## src/rtl/spi_slave.sv

```systemverilog
// ---------------------------------------------------------------------------
// spi_slave
//   SPI mode 0 (CPOL=0, CPHA=0), MSB-first slave. All pins are
//   oversampled by clk through SYNC_STAGES-deep synchronizers; SCK
//   edges are found by comparing the last synchronizer stage with one
//   further registered copy.
//
//   A TX shadow register (written by miso_load) feeds the TX shift
//   register at the start of every word. Words may run back-to-back
//   while CS stays low. A load that lands on the same clk as a
//   shadow-to-shift copy is forwarded straight into the shift register.
//
//   Optional feature: define SPI_SLAVE_MISO_TRISTATE_EN to float MISO
//   (1'bz) while idle or in reset; otherwise MISO is driven 0 when idle.
//
// Parameters
//   DATA_WIDTH   bits per frame (>= 2)
//   SYNC_STAGES  synchronizer depth on SCK/CS/MOSI (>= 2)
//
// Ports
//   clk          system clock, rising edge
//   rst          synchronous active-high reset
//   SCK, CS, MOSI  SPI pins from the master (asynchronous, CS active-low)
//   MISO         serial data to the master
//   miso_data    next word to transmit
//   miso_load    one-clk strobe writing miso_data into the TX shadow
//   mosi_data    last complete received word
//   mosi_valid   one-clk pulse when mosi_data updates
//   busy         high while the synchronized CS is low
// ---------------------------------------------------------------------------
module spi_slave #(
   parameter int DATA_WIDTH  = 8,
   parameter int SYNC_STAGES = 2
) (
   input  logic                  clk,
   input  logic                  rst,
   input  logic                  SCK,
   input  logic                  CS,
   input  logic                  MOSI,
   output logic                  MISO,
   input  logic [DATA_WIDTH-1:0] miso_data,
   input  logic                  miso_load,
   output logic [DATA_WIDTH-1:0] mosi_data,
   output logic                  mosi_valid,
   output logic                  busy
);

   localparam int CNT_W = $clog2(DATA_WIDTH + 1);
   localparam logic [CNT_W-1:0] LAST_BIT = CNT_W'(DATA_WIDTH - 1);

   localparam logic [0:0] IDLE  = 1'b0;
   localparam logic [0:0] SHIFT = 1'b1;

   logic [SYNC_STAGES-1:0] sck_sync;
   logic [SYNC_STAGES-1:0] cs_sync;
   logic [SYNC_STAGES-1:0] mosi_sync;
   logic                   sck_p1;
   logic                   cs_p1;

   logic sck_s, cs_s, mosi_s;
   logic sck_rise, sck_fall, cs_fall, cs_rise;

   logic [0:0]            state;
   logic [CNT_W-1:0]      bit_cnt;
   logic                  word_done;
   logic [DATA_WIDTH-1:0] shadow;
   logic [DATA_WIDTH-1:0] tx;
   logic [DATA_WIDTH-2:0] rx;
   logic [DATA_WIDTH-1:0] rx_next;
   logic [DATA_WIDTH-1:0] tx_src;

   // Synchronizers reset to the idle bus levels so no edge is seen on
   // leaving reset while the pins are idle.
   always_ff @(posedge clk) begin
      if (rst) begin
         sck_sync  <= '0;
         cs_sync   <= '1;
         mosi_sync <= '0;
         sck_p1    <= 1'b0;
         cs_p1     <= 1'b1;
      end else begin
         sck_sync  <= {sck_sync[SYNC_STAGES-2:0], SCK};
         cs_sync   <= {cs_sync[SYNC_STAGES-2:0], CS};
         mosi_sync <= {mosi_sync[SYNC_STAGES-2:0], MOSI};
         sck_p1    <= sck_sync[SYNC_STAGES-1];
         cs_p1     <= cs_sync[SYNC_STAGES-1];
      end
   end

   assign sck_s    = sck_sync[SYNC_STAGES-1];
   assign cs_s     = cs_sync[SYNC_STAGES-1];
   assign mosi_s   = mosi_sync[SYNC_STAGES-1];
   assign sck_rise = sck_s & ~sck_p1;
   assign sck_fall = ~sck_s & sck_p1;
   assign cs_fall  = ~cs_s & cs_p1;
   assign cs_rise  = cs_s & ~cs_p1;

   // A load coinciding with a copy into the shift register is forwarded.
   assign tx_src  = miso_load ? miso_data : shadow;
   assign rx_next = {rx, mosi_s};

   // Control: FSM, bit counter, shadow and received-word output.
   always_ff @(posedge clk) begin
      if (rst) begin
         state      <= IDLE;
         bit_cnt    <= '0;
         word_done  <= 1'b0;
         mosi_valid <= 1'b0;
         mosi_data  <= '0;
         shadow     <= '0;
      end else begin
         mosi_valid <= 1'b0;
         if (miso_load) shadow <= miso_data;
         case (state)
            IDLE: begin
               if (cs_fall) begin
                  state     <= SHIFT;
                  bit_cnt   <= '0;
                  word_done <= 1'b0;
               end
            end
            default: begin
               // CS rising wins over a coincident SCK edge; partial bits
               // are simply never copied out.
               if (cs_rise) begin
                  state     <= IDLE;
                  bit_cnt   <= '0;
                  word_done <= 1'b0;
               end else if (sck_rise) begin
                  if (bit_cnt == LAST_BIT) begin
                     mosi_data  <= rx_next;
                     mosi_valid <= 1'b1;
                     bit_cnt    <= '0;
                     word_done  <= 1'b1;
                  end else begin
                     bit_cnt <= bit_cnt + CNT_W'(1);
                  end
               end else if (sck_fall) begin
                  word_done <= 1'b0;
               end
            end
         endcase
      end
   end

   // Shift registers: contents are don't-care while idle, so no reset.
   always_ff @(posedge clk) begin
      if (state == IDLE) begin
         if (cs_fall) tx <= tx_src;
      end else if (!cs_rise) begin
         if (sck_rise) begin
            rx <= rx_next[DATA_WIDTH-2:0];
         end else if (sck_fall) begin
            tx <= word_done ? tx_src : {tx[DATA_WIDTH-2:0], 1'b0};
         end
      end
   end

   assign busy = ~cs_s;

`ifdef SPI_SLAVE_MISO_TRISTATE_EN
   assign MISO = (state == SHIFT && !rst) ? tx[DATA_WIDTH-1] : 1'bz;
`else
   assign MISO = (state == SHIFT && !rst) ? tx[DATA_WIDTH-1] : 1'b0;
`endif

endmodule

```

## config.mk

```make
export PLATFORM = sky130hd
export DESIGN_NAME = spi_slave
export DESIGN_NICKNAME = d
export VERILOG_FILES = /design/src/rtl/spi_slave.sv
export SDC_FILE = /design/constraint.sdc
export NUM_CORES = 1
export LEC_CHECK = 0
export CORE_ASPECT_RATIO = 1.5
export CORE_MARGIN = 2
export CORE_UTILIZATION = 32
export DETAILED_ROUTE_END_ITERATION = 16
export GPL_TIMING_DRIVEN = 0
export HOLD_SLACK_MARGIN = 0.1
export PLACE_DENSITY_LB_ADDON = 0.1
export SLEW_MARGIN = 30
export SYNTH_ARGS = -nofsm -noshare
export SYNTH_HDL_FRONTEND = slang
export SYNTH_SLANG_ARGS = --single-unit
```

## constraint.sdc

```tcl
create_clock -name clk -period 1.6 [get_ports clk]
set_input_delay 0.32 -clock clk [delete_from_list [all_inputs] [get_ports clk]]
set_output_delay 0.32 -clock clk [all_outputs]
set_load 0.01 [all_outputs]
```

==> summary.txt <==
Clock sinks: 46
Most frequent cells in the layout: dfxtp_1 (30), nor2_1 (29), clkdlybuf4s50_1 (20)
Crit path kind: register to primary output
Setup WS post-layout: 0.0956 ns
Design area: 2200 um2
Leak pwr: 0.823 nW
Post-Route WL: 3130 um
Worst-Skew Late Latency: 0.29 ns
Slew at the pin with the worst max-slew slack: 0.557 ns
Post-layout util: 42.5%
Longest Clk Path Bufs: 2
Initial antenna violation count: 0
Hold slack: 0.414 ns
Synth cell types: 28
GRT Residual Overflow: 0
Warnings from Yosys: 0
Clock slew at reported path FFs: 0.09 ns
Row count: 32
Nets@finish: 204
Hold_buf cts: 0
Remaining DRCs: 0
Multiplexer share of the synthesized area: 9.36%
Number of max-cap violations: 0
Die area: 5960 um2
Initial DRC Count: 40
Synth Area in Simple Gates: 16.2%
CTS root buffer: clkbuf_8
Detailed placer's ending HPWL: 2190 um
Status: completed
Post-route minimum period: 1.50 ns
Top cell type's share of synthesized area: 36.3%
Logic pwr share: 6.6%
Critical Path RT: 1.28 ns
Compound-gate portion of the synthesized area: 6.44%
Post-DP Area: 2030 um2
Total GRT Usage: 11.9%
Layout cells sized above 1: 12.8%
Fmax: 0.665 GHz
Fin. Hold Viols: 0
N_diodes: 0
First drt pass iteration count: 4
CTS tree: done
CP endpoint kind: primary output
Mapped Cells: 152
Fillers: 503
Maximum VDD drop: 0.552 mV
Register area: 1070 um2
Synthesized area per cell: 11.3 um2
H-tree Lvls: 2
Largest net degree at the start of global routing: 15
Yosys reg bits: 46
Largest family of logic cells by synthesized area: simple AND/OR/NAND/NOR gates
Slowest cell on crit path: clkdlybuf4s50_1
PnR Total Power: 0.00206 W
Post-synthesis adder-cell area fraction: 2.19%
Setup WS pre-CTS: -0.832 ns
Sequential share of power: 60.5%
Mapped Area: 1710 um2
Buf/Inv on CP: 1
I/O Pins: 25
Global-route wire length before repair: 5420 um
Final Cycle Share: 94.0%
Area occupied by multi-input gates: 608 um2
Net Sw Frac: 21.8%
Clock power share: 32.9%
Slew Viols, Final: 0
Vias per cell: 4.52
Final setup viols: 0
Via count: 1,157
Via count of the first global-routing pass: 1,203
RSZ-0062 raised after global routing: false
Wire per inst: 12.2 um
Crit-path max FO: 2
Die Height: 93.5 um
Power Density: 938 nW/um2
Xor-xnor portion of the synthesized cell area: 0.512%
Routability cong.: 0.752
Largest delay share family, worst path: buffers and inverters
Initial Util: 33.1%
Min-Delay Path Class: register to register
TritonCTS buffer count: 5
Synth area leader: dfxtp_1
Int Power: 0.00161 W
Commonest non-fill, non-tap cell in the layout: dfxtp_1
Port bufs: 23
Seq/Total Area, Yosys: 62.6%
WP data arrival: 1.18 ns
Clk_skew: 0.0113 ns
Slew headroom: 62.9%
Core area: 5160 um2
R2R Setup Slk: 0.13 ns
CP Cell Sequence: clkdlybuf4s50_1
Post-route ant nets: 0
Startpoint types: register
Syn_nets: 169
Die Width: 63.7 um
Max incr delay on CP: 0.54 ns
Synth top area cells: dfxtp_1 (36%), edfxtp_1 (26%), mux2i_1 (9.4%)
Layout area overhead: 28.5%
Switching pwr: 0.000448 W
## cells by family (layout without fill, tap and decap cells)
family,after synthesis,count (layout)
simple gates,56,56
fa+ha+maj,3,3
mux,16,16
buf+inv,12,48
flops,46,46
compound gates,18,18
xor+xnor,1,1
## worst paths after layout
path | start | cells past startpoint | to
worst max-delay path | mosi_data[3] | 1 | mosi_data[3]
worst min-delay path | cs_sync[0] | 1 | cs_sync[1]
worst max register to register | bit_cnt[1] | 6 | mosi_data[0]
worst min register to register | cs_sync[0] | 1 | cs_sync[1]
## metal layers
| layer | vias up | routed length (um) | track usage (%) |
|---|---|---|---|
| li1 | 587 | - | - |
| met1 | 540 | 1360 | 13.5 |
| met2 | 24 | 1590 | 20.4 |
| met3 | 6 | 114 | 3.37 |
| met4 | 0 | 63 | 5.43 |
| met5 | - | 0 | 0 |
## per-stage QoR
stage / std cells / TNS [ns]
6_report: 256 / 0
5_1_grt: 256 / 0
4_1_cts: 253 / 0
3_5_place_dp: 243 / -8.87
3_3_place_gp: 243 / -8.70
2_1_floorplan: 152 / 0
## what timing repair did
item / 4_1_cts / 5_1_grt
pin swaps: 1 / 0
gates resized for setup: 10 / 5
buffers inserted: 2 / 3
setup endpoints to repair: 24 / 20
## cell usage after synthesis
library cell	count
a21oi_1	10
a22oi_1	1
a32oi_1	1
a41o_1	1
and3_2	1
and3b_1	1
buf_1	1
clkbuf_1	4
dfxtp_1	31
edfxtp_1	15
ha_1	3
inv_1	7
mux2i_1	16
nand2_1	4
nand2_2	1
nand2b_1	4
nand3_1	3
nand3b_1	2
nor2_1	29
nor2b_1	5
nor3_1	2
nor3_4	1
nor4_1	1
o21ai_0	3
o21ba_2	1
o2bb2ai_1	1
or2_2	2
xor2_1	1
## area by class of cell
cell class | instances | share of cell area [%]
inverters | 7 | 1.37
repair buffers | 28 | 13.2
well taps | 68 | 3.87
plain buffers | 5 | 1.31
flip-flops and latches | 46 | 48.8
clock inverters | 1 | 0.342
clock buffers | 7 | 3.47
multi-input cells | 94 | 27.7
## power by group through the flow
stage	Clock (W)	Combinational [W]	Sequential, W
floorplan	0	0.0000772	0.00127
global placement	0	0.000130	0.00127
detailed placement	0	0.000131	0.00128
CTS	0.000708	0.000136	0.00125
global route	0.000761	0.000154	0.00125
finish	0.000677	0.000136	0.00125
## sequential cells by signal (all words and copies together), names as in the netlist
name and cells:
rx 7, cs_p1 1, bit_cnt 4, mosi_valid 1
sck_sync 2, shadow 8, sck_p1 1, tx 8
cs_sync 2, word_done 1, mosi_sync 2, state 1
mosi_data 8
Power figures use the tool's default switching activity.
